### config.mk
export PLATFORM = sky130hd
export DESIGN_NAME = lab4_hilo_mult
export DESIGN_NICKNAME = d
export VERILOG_FILES = /design/src/rtl/lab4_hilo_mult.sv
export SDC_FILE = /design/constraint.sdc
export NUM_CORES = 1
export LEC_CHECK = 0
export CAP_MARGIN = 20
export CELL_PAD_IN_SITES_DETAIL_PLACEMENT = 1
export CELL_PAD_IN_SITES_GLOBAL_PLACEMENT = 1
export CORE_ASPECT_RATIO = 1.5
export CORE_UTILIZATION = 23
export DETAILED_ROUTE_END_ITERATION = 12
export PLACE_DENSITY = 0.44
export SETUP_SLACK_MARGIN = 0.1
export SYNTH_ARGS = -nofsm -noshare
export SYNTH_HDL_FRONTEND = slang
export SYNTH_SLANG_ARGS = --single-unit
### constraint.sdc
create_clock -name clk -period 11.7 [get_ports clk]
set_input_delay 1.755 -clock clk [delete_from_list [all_inputs] [get_ports clk]]
set_output_delay 1.755 -clock clk [all_outputs]
set_load 0.01 [all_outputs]
### src/rtl/lab4_hilo_mult.sv
// HI/LO multiply unit: 32x32 signed/unsigned sequential multiplier, one shift-add step per cycle,
// with combinational mfhi/mflo read port and pipeline stall while a product is in flight.
module lab4_hilo_mult (
    input  logic        clk,
    input  logic        rst_n,
    input  logic [3:0]  op,
    input  logic        enhilo,
    input  logic [5:0]  funct,
    input  logic [31:0] rs_data,
    input  logic [31:0] rt_data,
    output logic [31:0] hilo_out,
    output logic        busy,
    output logic        stall,
    output logic        done
);

    // state | meaning
    // IDLE  | waiting for mult/multu; HI/LO readable
    // RUN   | 32 shift-add steps on latched magnitudes
    // FIX   | apply result sign, write HI/LO
    typedef enum logic [1:0] {
        IDLE = 2'd0,
        RUN  = 2'd1,
        FIX  = 2'd2
    } state_t;

    localparam logic [3:0] OP_MULT    = 4'b0110;
    localparam logic [3:0] OP_MULTU   = 4'b0111;
    localparam logic [5:0] FUNCT_MFHI = 6'b010000;

    state_t      state;
    state_t      state_next;
    logic        start;
    logic        start_signed;
    logic [31:0] mag_rs;
    logic [31:0] mag_rt;
    logic [31:0] mag_a;
    logic [31:0] mag_b;
    logic        is_signed;
    logic        neg;
    logic [63:0] acc;
    logic [63:0] partial;
    logic [63:0] product;
    logic [4:0]  cnt;
    logic [31:0] hi;
    logic [31:0] lo;
    logic        done_q;

    assign start        = enhilo && (op == OP_MULT || op == OP_MULTU) && (state == IDLE);
    assign start_signed = (op == OP_MULT);

    // 0x80000000 negates to itself, which read unsigned is exactly 2^31
    assign mag_rs = (start_signed && rs_data[31]) ? (~rs_data + 32'd1) : rs_data;
    assign mag_rt = (start_signed && rt_data[31]) ? (~rt_data + 32'd1) : rt_data;

    assign partial = mag_b[cnt] ? ({32'd0, mag_a} << cnt) : 64'd0;
    assign product = (is_signed && neg) ? (~acc + 64'd1) : acc;

    always_ff @(posedge clk or negedge rst_n) begin
        if (!rst_n) begin
            state <= IDLE;
        end else begin
            state <= state_next;
        end
    end

    always_comb begin
        state_next = state;
        case (state)
            IDLE:    if (start) state_next = RUN;
            RUN:     if (cnt == 5'd31) state_next = FIX;
            FIX:     state_next = IDLE;
            default: state_next = IDLE;
        endcase
    end

    always_ff @(posedge clk or negedge rst_n) begin
        if (!rst_n) begin
            mag_a     <= 32'd0;
            mag_b     <= 32'd0;
            is_signed <= 1'b0;
            neg       <= 1'b0;
            acc       <= 64'd0;
            cnt       <= 5'd0;
            hi        <= 32'd0;
            lo        <= 32'd0;
            done_q    <= 1'b0;
        end else begin
            done_q <= (state == FIX);
            case (state)
                IDLE: begin
                    if (start) begin
                        mag_a     <= mag_rs;
                        mag_b     <= mag_rt;
                        is_signed <= start_signed;
                        neg       <= start_signed && (rs_data[31] ^ rt_data[31]);
                        acc       <= 64'd0;
                        cnt       <= 5'd0;
                    end
                end
                RUN: begin
                    acc <= acc + partial;
                    cnt <= cnt + 5'd1;
                end
                FIX: begin
                    hi <= product[63:32];
                    lo <= product[31:0];
                end
                default: ;
            endcase
        end
    end

    assign busy     = (state != IDLE);
    assign stall    = busy && enhilo;
    assign done     = done_q;
    assign hilo_out = (funct == FUNCT_MFHI) ? hi : lo;

endmodule
==> impl_metrics.prom <==
# TYPE chip_impl_metric gauge
chip_impl_info{name="critical_path.startpoint_type",value="flip-flop"} 1
chip_impl_info{name="synth-main-ff-cell",value="sky130_fd_sc_hd__dfrtp_1"} 1
chip_impl_info{name="worst-setup-path-type",value="reg -> reg"} 1
chip_impl_metric{name="power.density",unit="mW/mm²"} 229.4
chip_impl_metric{name="slew_viol_final",unit=""} 0
chip_impl_metric{name="drt-vias-per-instance",unit=""} 4.899
chip_impl_info{name="worstSetupEndpointType",value="flip-flop"} 1
chip_impl_info{name="status",value="complete, no violations"} 1
chip_impl_metric{name="die-height",unit="µm"} 326.4
chip_impl_metric{name="syn-cell-area",unit="mm²"} 0.01613
chip_impl_metric{name="synth_cells",unit=""} 1962
chip_impl_metric{name="first_global_vias",unit=""} 15431
chip_impl_metric{name="initial_utilization",unit="%"} 23.30
chip_impl_metric{name="crit_arrival",unit="ns"} 6.77
chip_impl_metric{name="hold_slack",unit="ns"} 0.4756
chip_impl_metric{name="clock.fmax",unit="GHz"} 0.1567
chip_impl_metric{name="clock_sink_count",unit=""} 202
chip_impl_metric{name="overflow",unit=""} 0
chip_impl_metric{name="slew_of_the_pin_with_the_lowest_slew_margin",unit="ns"} 1.013
chip_impl_metric{name="drt_pass1_iterations",unit=""} 4
chip_impl_metric{name="maximum_fanout_encountered_on_the_critical_timing_path",unit=""} 55
chip_impl_metric{name="final_hold_viol_count",unit=""} 0
chip_impl_metric{name="grt_pass1_wl",unit="µm"} 95300
chip_impl_metric{name="final-instance-count-excl-fill",unit=""} 2917
chip_impl_metric{name="postSynthAreaPerCell",unit="µm²"} 8.223
chip_impl_metric{name="postSynth.asyncResetShare",unit="%"} 100.0
chip_impl_metric{name="placement.io_buffers",unit=""} 111
chip_impl_metric{name="cts_htree_levels",unit=""} 1
chip_impl_metric{name="setup_viol",unit=""} 0
chip_impl_metric{name="worst_clock_skew",unit="ns"} 0.02636
chip_impl_metric{name="wirelength",unit="µm"} 61850
chip_impl_metric{name="leakagePower",unit="µW"} 0.007601
chip_impl_metric{name="final_net_count",unit=""} 2145
chip_impl_metric{name="postSynthRegisterBits",unit=""} 202
chip_impl_metric{name="grt_max_degree",unit=""} 95
chip_impl_info{name="grt_setup_unrepaired",value="no"} 1
chip_impl_metric{name="post_cts.resized_instances",unit=""} 0
chip_impl_metric{name="gp_congestion",unit=""} 0.8861
chip_impl_metric{name="cts.reportedPaths.clkPinSlew",unit="ns"} 0.07
chip_impl_metric{name="design.die.area",unit="mm²"} 0.07123
chip_impl_metric{name="antenna_cells_inserted",unit=""} 0
chip_impl_metric{name="routed-via-count",unit=""} 14289
chip_impl_metric{name="ctsLongestPathBuffers",unit=""} 3
chip_impl_metric{name="grt.total_usage",unit="%"} 17.39
chip_impl_metric{name="fin_setup_tns",unit="ns"} 0
chip_impl_metric{name="antenna_violations_before_repair",unit=""} 0
chip_impl_metric{name="pin_count",unit=""} 112
chip_impl_metric{name="area_delta_synth_final",unit="%"} 17.40
chip_impl_metric{name="initialDrtViolationCount",unit=""} 546
chip_impl_metric{name="synth_enable_flop_cells",unit=""} 0
chip_impl_metric{name="floorplan.core_area",unit="mm²"} 0.06924
chip_impl_metric{name="die_w",unit="µm"} 218.2
chip_impl_metric{name="worst_skew_pair.late_latency",unit="ns"} 0.57
chip_impl_metric{name="drtAntennaViolNets",unit=""} 0
chip_impl_info{name="layout_common_cells",value="285 x sky130_fd_sc_hd__nand2_1, 259 x sky130_fd_sc_hd__o21ai_0, 198 x sky130_fd_sc_hd__dfrtp_1"} 1
chip_impl_metric{name="dpl.cell_count",unit=""} 2872
chip_impl_info{name="mostFrequentLayoutCell",value="sky130_fd_sc_hd__nand2_1"} 1
chip_impl_metric{name="yosys_warnings",unit=""} 0
chip_impl_metric{name="timing.slew.headroom",unit="%"} 32.44
chip_impl_metric{name="num_rows",unit=""} 118
chip_impl_metric{name="place.detailed.hpwl",unit="µm"} 49720
chip_impl_metric{name="cts_setup_buffers",unit=""} 0
chip_impl_metric{name="wl_per_cell",unit="µm"} 21.20
chip_impl_metric{name="route.detailed.drc",unit=""} 0
chip_impl_info{name="timing.hold.worst.class",value="reg -> reg"} 1
chip_impl_metric{name="min_period_over_period",unit="%"} 54.53
chip_impl_info{name="tritoncts",value="yes"} 1
chip_impl_metric{name="cts-hold-fix-buffers",unit=""} 0
chip_impl_metric{name="synth_cell_type_count",unit=""} 68
chip_impl_metric{name="period_minus_slack",unit="ns"} 6.380
chip_impl_metric{name="final_layout_size_suffix_gt1_share",unit="%"} 8.875
chip_impl_metric{name="max_cap_viol_count",unit=""} 0
chip_impl_metric{name="cts-buffers-inserted",unit=""} 25
chip_impl_metric{name="worst-endpoint-required",unit="ns"} 12.09
chip_impl_metric{name="mappedNetlistNets",unit=""} 2108
chip_impl_metric{name="seq_area_frac_synth",unit="%"} 31.33
chip_impl_info{name="clock_tree.root_cell",value="sky130_fd_sc_hd__clkbuf_16"} 1
chip_impl_metric{name="vdd_drop_max",unit="V"} 0.00009888
## cell usage after synthesis, types with 4 or more instances
cell / n / area, µm²
sky130_fd_sc_hd__xnor2_1: 91 / 797.0
sky130_fd_sc_hd__dfrtp_1: 202 / 5055
sky130_fd_sc_hd__o22ai_1: 7 / 43.79
sky130_fd_sc_hd__o21ai_1: 4 / 20.02
sky130_fd_sc_hd__and2_1: 12 / 75.07
sky130_fd_sc_hd__o21bai_1: 19 / 142.6
sky130_fd_sc_hd__a21o_1: 39 / 292.8
sky130_fd_sc_hd__nand2b_1: 11 / 68.82
sky130_fd_sc_hd__mux4_2: 30 / 675.7
sky130_fd_sc_hd__o31ai_1: 24 / 180.2
sky130_fd_sc_hd__a21oi_1: 135 / 675.7
sky130_fd_sc_hd__mux2i_1: 36 / 360.4
sky130_fd_sc_hd__a31oi_1: 14 / 87.58
sky130_fd_sc_hd__and3_1: 11 / 68.82
sky130_fd_sc_hd__inv_1: 51 / 191.4
sky130_fd_sc_hd__buf_1: 9 / 33.78
sky130_fd_sc_hd__o41ai_1: 11 / 96.34
sky130_fd_sc_hd__nand3b_1: 4 / 30.03
sky130_fd_sc_hd__nor4_1: 14 / 87.58
sky130_fd_sc_hd__mux2_2: 59 / 664.4
sky130_fd_sc_hd__xor2_1: 87 / 762.0
sky130_fd_sc_hd__nor2b_1: 19 / 118.9
sky130_fd_sc_hd__a211oi_1: 17 / 127.6
sky130_fd_sc_hd__or3_1: 8 / 50.05
sky130_fd_sc_hd__a22oi_1: 8 / 60.06
sky130_fd_sc_hd__nand2_1: 285 / 1070
sky130_fd_sc_hd__a221oi_1: 5 / 43.79
sky130_fd_sc_hd__nor3_1: 33 / 165.2
sky130_fd_sc_hd__or2_2: 4 / 25.02
sky130_fd_sc_hd__o21a_1: 6 / 45.04
sky130_fd_sc_hd__ha_1: 68 / 850.8
sky130_fd_sc_hd__nand4_1: 19 / 118.9
sky130_fd_sc_hd__o21ai_0: 259 / 1296
sky130_fd_sc_hd__nand3_1: 32 / 160.2
sky130_fd_sc_hd__nor2_1: 156 / 585.6
sky130_fd_sc_hd__clkbuf_1: 109 / 409.1
sky130_fd_sc_hd__or4_1: 13 / 97.59
sky130_fd_sc_hd__o22a_1: 4 / 35.03
## sequential cells by signal, summed over array words and instances (netlist names), 2 cells and up
register and flops:
mag_a 32, state 2, mag_b 32, lo 32, cnt 5, acc 64, hi 32
## logic make-up after synthesis
| family | share of synthesized area (%) |
|---|---|
| AOI/OAI and AO/OA | 20.95 |
| DFF | 31.33 |
| adders and majority gates | 5.398 |
| and+or+nand+nor | 18.16 |
| buffers and inverters | 3.963 |
| muxes | 10.54 |
| xor gates and xnor gates | 9.663 |
## report_power, final
| group | switching [µW] | internal [µW] | leakage [µW] |
|---|---|---|---|
| clock | 348 | 468 | 0.000399 |
| sequential | 334 | 874 | 0.00233 |
| combinational | 1420 | 896 | 0.00487 |
| total | 2110 | 2240 | 0.00760 |
## through the flow
stage	power (µW)	util, %	setup WS [ns]	instance area [µm²]
6_report	4344	27.35	5.320	18940
3_5_place_dp	3573	26.15	5.242	18110
5_1_grt	4684	27.35	4.766	18940
3_3_place_gp	3555	26.15	5.423	18110
4_1_cts	4418	27.35	5.229	18940
2_1_floorplan	2717	-	6.258	16130
## worst max-delay path, stage by stage (launching register included)
cell and delay [ns]:
sky130_fd_sc_hd__dfrtp_2 1.03, sky130_fd_sc_hd__mux4_2 0.36, sky130_fd_sc_hd__mux4_2 0.26, sky130_fd_sc_hd__nand2b_1 0.23, sky130_fd_sc_hd__or2_2 0.41, sky130_fd_sc_hd__nor2_1 0.15, sky130_fd_sc_hd__and2_1 0.15, sky130_fd_sc_hd__ha_1 0.19
sky130_fd_sc_hd__inv_1 0.07, sky130_fd_sc_hd__fa_1 0.40, sky130_fd_sc_hd__nor2b_1 0.15, sky130_fd_sc_hd__o31a_1 0.19, sky130_fd_sc_hd__o211ai_1 0.09, sky130_fd_sc_hd__nand3_1 0.20, sky130_fd_sc_hd__a21oi_1 0.22, sky130_fd_sc_hd__o31ai_1 0.53
sky130_fd_sc_hd__a21oi_1 0.34, sky130_fd_sc_hd__o41ai_1 0.73, sky130_fd_sc_hd__a21oi_1 0.19, sky130_fd_sc_hd__xor2_1 0.19, sky130_fd_sc_hd__o21ai_0 0.10
## cell type report
type	instances	area (µm²)
flip-flops and latches	202	5060
multi-input cells	1590	10480
clock inverters	16	183.9
well taps	900	1126
repair buffers	129	1250
inverters	51	191.4
clock buffers	29	650.6
fillers	8188	50300
## per-layer routing
layer	track usage, %	routed length (µm)
met2	32.57	32300
met5	0	0
met4	6.507	2287
met1	20.26	25900
met3	1.331	1359
## worst paths after layout
check | from | to | slack (ns) | cells past startpoint
min in group asynchronous | rst_n | done$_DFF_PN0_ | 1.24 | 1
setup reg to reg | cnt[1]$_DFFE_PN0P_ | acc[52]$_DFFE_PN0P_ | 5.32 | 20
setup / recovery | cnt[1]$_DFFE_PN0P_ | acc[52]$_DFFE_PN0P_ | 5.32 | 20
hold / removal | hi[0]$_DFFE_PN0P_ | hi[0]$_DFFE_PN0P_ | 0.48 | 2
max in group asynchronous | rst_n | mag_a[29]$_DFFE_PN0P_ | 9.01 | 2
hold reg to reg | hi[0]$_DFFE_PN0P_ | hi[0]$_DFFE_PN0P_ | 0.48 | 2
Power figures use the tool's default switching activity.
